### src/rtl/hazard_ctrl_if.sv
// hazard_ctrl_if: pipeline-side signal bundle for the hazard/pipeline-control unit.
//
// Signals
//   ir_d           instruction in decode/execute (consumer)
//   ir_m           instruction in memory/writeback (producer)
//   reg_wr_m       ir_m writes the register file
//   br_taken       branch/jump resolved taken this cycle
//   dbg_halt_req   debugger halt request, level-sensitive
//   dbg_resume_req debugger resume request, single-cycle pulse
//   for_a, for_b   forwarding selects for rs1 / rs2
//   stall          hold PC and IF/ID, insert a bubble
//   flush          squash younger instructions
//   dbg_halted     core frozen for the debugger
//   dbg_state      current control FSM state, for observation only
//
// Handshake: there is no valid/ready pair on this bundle. Every input is
// sampled on each rising clock edge; stall/flush are consumed by the
// pipeline in the same cycle they are asserted. The debug pair is a
// request/acknowledge: dbg_halt_req is held until dbg_halted is seen,
// dbg_resume_req is a one-cycle pulse answered by dbg_halted falling.
//
// Modports: master = pipeline/debugger side, slave = hazard_ctrl.
interface hazard_ctrl_if;
    logic [31:0] ir_d;
    logic [31:0] ir_m;
    logic        reg_wr_m;
    logic        br_taken;
    logic        dbg_halt_req;
    logic        dbg_resume_req;
    logic        for_a;
    logic        for_b;
    logic        stall;
    logic        flush;
    logic        dbg_halted;
    logic [1:0]  dbg_state;

    modport master (
        output ir_d, ir_m, reg_wr_m, br_taken, dbg_halt_req, dbg_resume_req,
        input  for_a, for_b, stall, flush, dbg_halted, dbg_state
    );

    modport slave (
        input  ir_d, ir_m, reg_wr_m, br_taken, dbg_halt_req, dbg_resume_req,
        output for_a, for_b, stall, flush, dbg_halted, dbg_state
    );
endinterface

### src/rtl/hazard_ctrl.sv
// hazard_ctrl: forwarding / load-use stall / branch flush / debug halt control
// for the MASF-RV pipeline.
//
// Parameters
//   LOAD_STALL  (1..7) stall cycles per load-use hazard
//   FLUSH_DEPTH (1..7) cycles flush is held after a taken branch
//
// Ports
//   clk  single clock
//   rst  synchronous, active-high reset
//   bus  hazard_ctrl_if.slave (instructions, branch/debug inputs,
//        forwarding/stall/flush/halt outputs, dbg_state)
//
// Build option
//   HAZARD_FWD_EN  when defined, RAW hazards on non-load producers are
//                  resolved by forwarding. When undefined, for_a/for_b are
//                  tied low and every RAW hazard against ir_m stalls.
module hazard_ctrl #(
    parameter int LOAD_STALL  = 1,
    parameter int FLUSH_DEPTH = 1
) (
    input logic          clk,
    input logic          rst,
    hazard_ctrl_if.slave bus
);

    typedef enum logic [1:0] {
        RUN    = 2'd0,
        LSTALL = 2'd1,
        FLUSH  = 2'd2,
        HALT   = 2'd3
    } state_t;

    localparam logic [6:0] OP_LOAD  = 7'b0000011;
    localparam logic [6:0] OP_LUI   = 7'b0110111;
    localparam logic [6:0] OP_AUIPC = 7'b0010111;
    localparam logic [6:0] OP_JAL   = 7'b1101111;
    localparam logic [6:0] OP_R     = 7'b0110011;
    localparam logic [6:0] OP_S     = 7'b0100011;
    localparam logic [6:0] OP_B     = 7'b1100011;

    // The first stall/flush cycle is spent in RUN, so the counters only
    // cover the remaining cycles.
    localparam logic [2:0] LS_RELOAD = 3'(LOAD_STALL - 1);
    localparam logic [2:0] FD_RELOAD = 3'(FLUSH_DEPTH - 1);

    state_t     state_q, state_d;
    logic [2:0] cnt_q, cnt_d;
    logic       halt_pend_q, halt_pend_d;

    logic [6:0] op_d;
    logic [4:0] rs1, rs2, rd_m;
    logic       is_load, use_rs1, use_rs2, match_a, match_b, hz;
    logic       stall_o, flush_o, halted_o, for_a_o, for_b_o;

    // Field decode and hazard terms
    always_comb begin
        op_d    = bus.ir_d[6:0];
        rs1     = bus.ir_d[19:15];
        rs2     = bus.ir_d[24:20];
        rd_m    = bus.ir_m[11:7];
        is_load = (bus.ir_m[6:0] == OP_LOAD);
        use_rs1 = !((op_d == OP_LUI) || (op_d == OP_AUIPC) || (op_d == OP_JAL));
        use_rs2 = (op_d == OP_R) || (op_d == OP_S) || (op_d == OP_B);
        match_a = use_rs1 && (rs1 != 5'd0) && (rs1 == rd_m) && bus.reg_wr_m;
        match_b = use_rs2 && (rs2 != 5'd0) && (rs2 == rd_m) && bus.reg_wr_m;
`ifdef HAZARD_FWD_EN
        hz = is_load && (match_a || match_b);
`else
        hz = match_a || match_b;
`endif
    end

    // State register
    always_ff @(posedge clk) begin
        if (rst) begin
            state_q     <= RUN;
            cnt_q       <= 3'd0;
            halt_pend_q <= 1'b0;
        end else begin
            state_q     <= state_d;
            cnt_q       <= cnt_d;
            halt_pend_q <= halt_pend_d;
        end
    end

    // Next-state logic; priority br_taken > load-use > halt
    always_comb begin
        state_d     = state_q;
        cnt_d       = cnt_q;
        halt_pend_d = halt_pend_q;
        case (state_q)
            RUN: begin
                if (bus.br_taken) begin
                    if (FLUSH_DEPTH > 1) begin
                        state_d = FLUSH;
                        cnt_d   = FD_RELOAD;
                    end
                end else if (hz) begin
                    if (LOAD_STALL > 1) begin
                        state_d = LSTALL;
                        cnt_d   = LS_RELOAD;
                    end
                end else if (bus.dbg_halt_req || halt_pend_q) begin
                    state_d     = HALT;
                    halt_pend_d = 1'b0;
                end
            end
            LSTALL: begin
                if (bus.dbg_halt_req) halt_pend_d = 1'b1;
                if (bus.br_taken) begin
                    // Branch aborts the stall and starts a fresh flush
                    if (FLUSH_DEPTH > 1) begin
                        state_d = FLUSH;
                        cnt_d   = FD_RELOAD;
                    end else begin
                        state_d = RUN;
                        cnt_d   = 3'd0;
                    end
                end else if (cnt_q <= 3'd1) begin
                    state_d = RUN;
                    cnt_d   = 3'd0;
                end else begin
                    cnt_d = cnt_q - 3'd1;
                end
            end
            FLUSH: begin
                if (bus.dbg_halt_req) halt_pend_d = 1'b1;
                if (bus.br_taken) begin
                    cnt_d = FD_RELOAD;
                end else if (cnt_q <= 3'd1) begin
                    state_d = RUN;
                    cnt_d   = 3'd0;
                end else begin
                    cnt_d = cnt_q - 3'd1;
                end
            end
            HALT: begin
                // Resume wins over a still-asserted halt request
                if (bus.dbg_resume_req) state_d = RUN;
            end
            default: state_d = RUN;
        endcase
    end

    // Outputs
    always_comb begin
        stall_o  = 1'b0;
        flush_o  = 1'b0;
        halted_o = 1'b0;
        case (state_q)
            RUN: begin
                flush_o = bus.br_taken;
                stall_o = !bus.br_taken && hz;
            end
            LSTALL: begin
                flush_o = bus.br_taken;
                stall_o = !bus.br_taken;
            end
            FLUSH: flush_o = 1'b1;
            HALT: begin
                stall_o  = 1'b1;
                halted_o = 1'b1;
            end
            default: ;
        endcase
        if (rst) begin
            stall_o  = 1'b0;
            flush_o  = 1'b0;
            halted_o = 1'b0;
        end
`ifdef HAZARD_FWD_EN
        for_a_o = match_a && !is_load && (state_q != HALT) && !flush_o;
        for_b_o = match_b && !is_load && (state_q != HALT) && !flush_o;
`else
        for_a_o = 1'b0;
        for_b_o = 1'b0;
`endif
    end

    assign bus.for_a      = for_a_o;
    assign bus.for_b      = for_b_o;
    assign bus.stall      = stall_o;
    assign bus.flush      = flush_o;
    assign bus.dbg_halted = halted_o;
    assign bus.dbg_state  = state_q;

    // Instruction bits the control logic never looks at
    logic unused_bits;
`ifdef HAZARD_FWD_EN
    assign unused_bits = ^{bus.ir_d[31:25], bus.ir_d[14:7], bus.ir_m[31:12]};
`else
    assign unused_bits = ^{bus.ir_d[31:25], bus.ir_d[14:7], bus.ir_m[31:12], is_load};
`endif

endmodule

### src/flat_wrapper.sv
// flat-port wrapper written by rule: the top's interface ports become plain ports
module hazard_ctrl_flat 
#(
    parameter int LOAD_STALL  = 1,
    parameter int FLUSH_DEPTH = 1
)
  (clk, rst, bus_ir_d, bus_ir_m, bus_reg_wr_m, bus_br_taken, bus_dbg_halt_req, bus_dbg_resume_req, bus_for_a, bus_for_b, bus_stall, bus_flush, bus_dbg_halted, bus_dbg_state);
  hazard_ctrl_if bus_i ();
  input logic clk;
  input logic rst;
  input wire logic [$bits(bus_i.ir_d)-1:0] bus_ir_d;
  input wire logic [$bits(bus_i.ir_m)-1:0] bus_ir_m;
  input wire logic [$bits(bus_i.reg_wr_m)-1:0] bus_reg_wr_m;
  input wire logic [$bits(bus_i.br_taken)-1:0] bus_br_taken;
  input wire logic [$bits(bus_i.dbg_halt_req)-1:0] bus_dbg_halt_req;
  input wire logic [$bits(bus_i.dbg_resume_req)-1:0] bus_dbg_resume_req;
  output wire logic [$bits(bus_i.for_a)-1:0] bus_for_a;
  output wire logic [$bits(bus_i.for_b)-1:0] bus_for_b;
  output wire logic [$bits(bus_i.stall)-1:0] bus_stall;
  output wire logic [$bits(bus_i.flush)-1:0] bus_flush;
  output wire logic [$bits(bus_i.dbg_halted)-1:0] bus_dbg_halted;
  output wire logic [$bits(bus_i.dbg_state)-1:0] bus_dbg_state;
  assign bus_i.ir_d = bus_ir_d;
  assign bus_i.ir_m = bus_ir_m;
  assign bus_i.reg_wr_m = bus_reg_wr_m;
  assign bus_i.br_taken = bus_br_taken;
  assign bus_i.dbg_halt_req = bus_dbg_halt_req;
  assign bus_i.dbg_resume_req = bus_dbg_resume_req;
  assign bus_for_a = bus_i.for_a;
  assign bus_for_b = bus_i.for_b;
  assign bus_stall = bus_i.stall;
  assign bus_flush = bus_i.flush;
  assign bus_dbg_halted = bus_i.dbg_halted;
  assign bus_dbg_state = bus_i.dbg_state;
  hazard_ctrl #(.LOAD_STALL(LOAD_STALL), .FLUSH_DEPTH(FLUSH_DEPTH)) u_core (.clk(clk), .rst(rst), .bus(bus_i));
endmodule
### config.mk
export PLATFORM = sky130hd
export DESIGN_NAME = hazard_ctrl_flat
export DESIGN_NICKNAME = d
export VERILOG_FILES = /design/src/rtl/hazard_ctrl_if.sv /design/src/rtl/hazard_ctrl.sv /design/src/flat_wrapper.sv
export SDC_FILE = /design/constraint.sdc
export NUM_CORES = 1
export LEC_CHECK = 0
export ABC_AREA = 1
export BUFFER_PORTS_ARGS = -buffer_cell sky130_fd_sc_hd__buf_2
export CAP_MARGIN = 20
export CORE_MARGIN = 2
export CORE_UTILIZATION = 38
export DETAILED_ROUTE_END_ITERATION = 10
export PLACE_DENSITY = 0.85
export SETUP_SLACK_MARGIN = 0.1
export SYNTH_ARGS = -nofsm -noshare
export SYNTH_HDL_FRONTEND = slang
export SYNTH_SLANG_ARGS = --single-unit
### constraint.sdc
create_clock -name clk -period 2.8 [get_ports clk]
set_clock_uncertainty 0.1 [all_clocks]
set_input_delay 0.56 -clock clk [delete_from_list [all_inputs] [get_ports clk]]
set_output_delay 0.56 -clock clk [all_outputs]
set_load 0.005 [all_outputs]
==> results.ini <==
[status]
status = finished, final reports clean

[yosys]
postSynthAreaPerCell_um2 = 5.75
synth_cells = 134
ys_seq_elements = 6
synth-seq-area-share_pct = 15.6
netlist.area_leader.share_pct = 20.0
netlist_area_um2 = 771
synth_cell_types = 25
ys_top_cells_by_area = nand2_1, dfxtp_1, ha_1
yosysWarnings = 0
yosys.area.top_type = nand2_1

[sta]
setup_viol = 0
rsz0062_at_grt = no
fin_setup_tns_ns = 0
hold_slack_ns = 0.407
hold_violations = 0
final.period_utilization_pct = 79.1
layout_min_cycle_time_ns = 2.22
slew_viol_final = 0
layout_setup_ws_ns = 0.584
fmax_ghz = 0.451

[power_and_ir_drop]
irDropWorstVdd_mv = 0.414
p_leak_nw = 0.574
power_density_nw_per_um2 = 650

[setup_path]
start_kind = register
path_delay_family = flip-flops
crit_path_end = bus_stall
rr_worst_depth = 9
required_ns = 2.14
critical_path_class = reg -> out
arrival_ns = 1.56
startpoint = u_core.bus.dbg_state[0]$_SDFFE_PP0P_
slowest_stage = dfxtp_1
r2r_slack_ns = 1.09
path_depth = 7
critPathBufInv = 3
path_cells = inv_1, ha_1, nand2_1, clkinv_2, nand3_1, a31oi_1, buf_2
worstSetupEndpointType = output port
slowest_delay_ns = 0.44
cp_max_fo = 6
r2r-start = u_core.bus.dbg_state[0]$_SDFFE_PP0P_
timing.rr.end = u_core.halt_pend_q$_SDFFE_PP0P_

[place]
place_area_um2 = 953
numPortBuffers = 32
hpwl_um = 1460
gp_congestion = 0.847
pre_cts_slack_ns = 0.620

[route]
post_drt_via_cell_ratio = 4.60
drt-initial-drc-count = 26
num_vias = 897
antenna_left = 0
drt_pass1_iterations = 4
drc_errors = 0
wl_per_cell_um = 8.88
wl_um = 1730

[floorplan]
io-pin-count = 77
fp.dieArea_um2 = 2400
start_util_pct = 39.7
die_y_um = 49.0
rows = 16
core_um2 = 1940
die_w_um = 49.0

[clock_tree]
numClockSinks = 6
cts_buffers = 3
clockBufferDepth = 2
cts_tree = yes
ctsHtreeMaxLevel = 1
clock_latency_ns = 0.25
cts_setup_buffers = 0
clockRootBuffer = clkbuf_4
cts_resized = 0
clkTransAtPathRegs_ns = 0.05
hold_buffers = 0

[worst_hold_path]
min_path_type = in -> reg

[grt]
grt_start_max_net_pins = 7
grt_pass1_vias = 763
grt_first_pass_wirelength_um = 3000
grt.total_usage_pct = 15.6
overflow = 0
antenna_found_initial = 0

[layout]
fill_cells = 223
final_area_um2 = 976
n_antenna_cell = 0
multiInputGateArea_um2 = 548
area_growth_pct = 26.6
final_util_pct = 50.3
nNetsFinal = 247
drive_above_1_share_pct = 26.8
ff_latch_area_um2 = 120

[flow_run]
cap_violations = 0

-- report_power, final --
part | switching (W) | internal [W]
clock network | 0.0000342 | 0.0000487
logic | 0.000233 | 0.000162
registers | 0.0000370 | 0.000120
-- flip-flops by register name, summed over array words and instances, names as in the netlist --
| name | count |
|---|---|
| u_core.cnt_q | 3 |
| u_core.halt_pend_q | 1 |
| u_core.bus.dbg_state | 2 |
-- worst register-to-register path, stage by stage (launching register included) --
cell,delay [ns]
dfxtp_1,0.44
inv_1,0.13
ha_1,0.37
inv_1,0.13
o21ai_0,0.08
nor2_1,0.12
nand3_1,0.09
nand2_1,0.06
inv_1,0.03
nor2_1,0.08
-- kinds of logic after synthesis --
logic type | Yosys count | share of synthesized area (%)
flops | 6 | 15.6
other cells | 1 | 0.487
fa+ha+maj | 7 | 11.4
xor+xnor | 4 | 4.55
simple gates | 75 | 42.0
buf+inv | 26 | 13.8
compound gates | 15 | 12.2
-- synth_stat cells, drive strengths merged --
master,number
clkinv,1
o221a,1
xnor2,3
a31oi,3
o21ai,4
nand4,3
a2bb2oi,1
ha,7
nand2,43
dfxtp,6
conb,1
nand3,8
inv,23
o21bai,1
a211oi,1
xor2,1
nor2,21
buf,2
a21oi,4
-- per-layer routing --
metal  wire (µm)  vias up  global-route usage, %
met3         106        6                   2.45
met2         767       28                   25.1
met4          33        0                   7.14
li1            -      482                      -
met1         824      381                   20.5
met5           0        -                      0
-- layout by cell type (no fill, tap or decap), types with 3 or more instances in the layout --
cell type,instances
buf_2,32
ha_1,7
dfxtp_1,6
inv_1,21
nand4_1,3
xnor2_1,3
nand3_1,6
nand2_1,41
nor2_1,19
o21ai_0,3
clkbuf_4,3
a31oi_1,3
a21oi_1,4
-- final cells by class --
type,instances,area share (%)
multi-input combinational,103,56.2
sequential,6,12.3
timing repair buffer,32,16.4
clock buffer,3,2.31
tap,27,3.46
inverter,24,9.36
-- through the flow --
stage | power [W] | cells
3_5_place_dp | 0.000547 | 192
5_1_grt | 0.000710 | 195
4_1_cts | 0.000634 | 195
3_3_place_gp | 0.000537 | 192
2_1_floorplan | 0.000443 | 135
6_report | 0.000635 | 195
-- how the worst min path moves through the flow --
stage,cells after the start,to,from
after floorplan,2,u_core.cnt_q[1]$_SDFFE_PP0N_,u_core.cnt_q[1]$_SDFFE_PP0N_
after global placement,4,u_core.halt_pend_q$_SDFFE_PP0P_,u_core.halt_pend_q$_SDFFE_PP0P_
after detailed placement,4,u_core.halt_pend_q$_SDFFE_PP0P_,u_core.halt_pend_q$_SDFFE_PP0P_
after CTS,2,u_core.cnt_q[1]$_SDFFE_PP0N_,rst
after global routing,2,u_core.cnt_q[1]$_SDFFE_PP0N_,rst
final,2,u_core.cnt_q[1]$_SDFFE_PP0N_,rst
(Power assumes the default switching activity.)
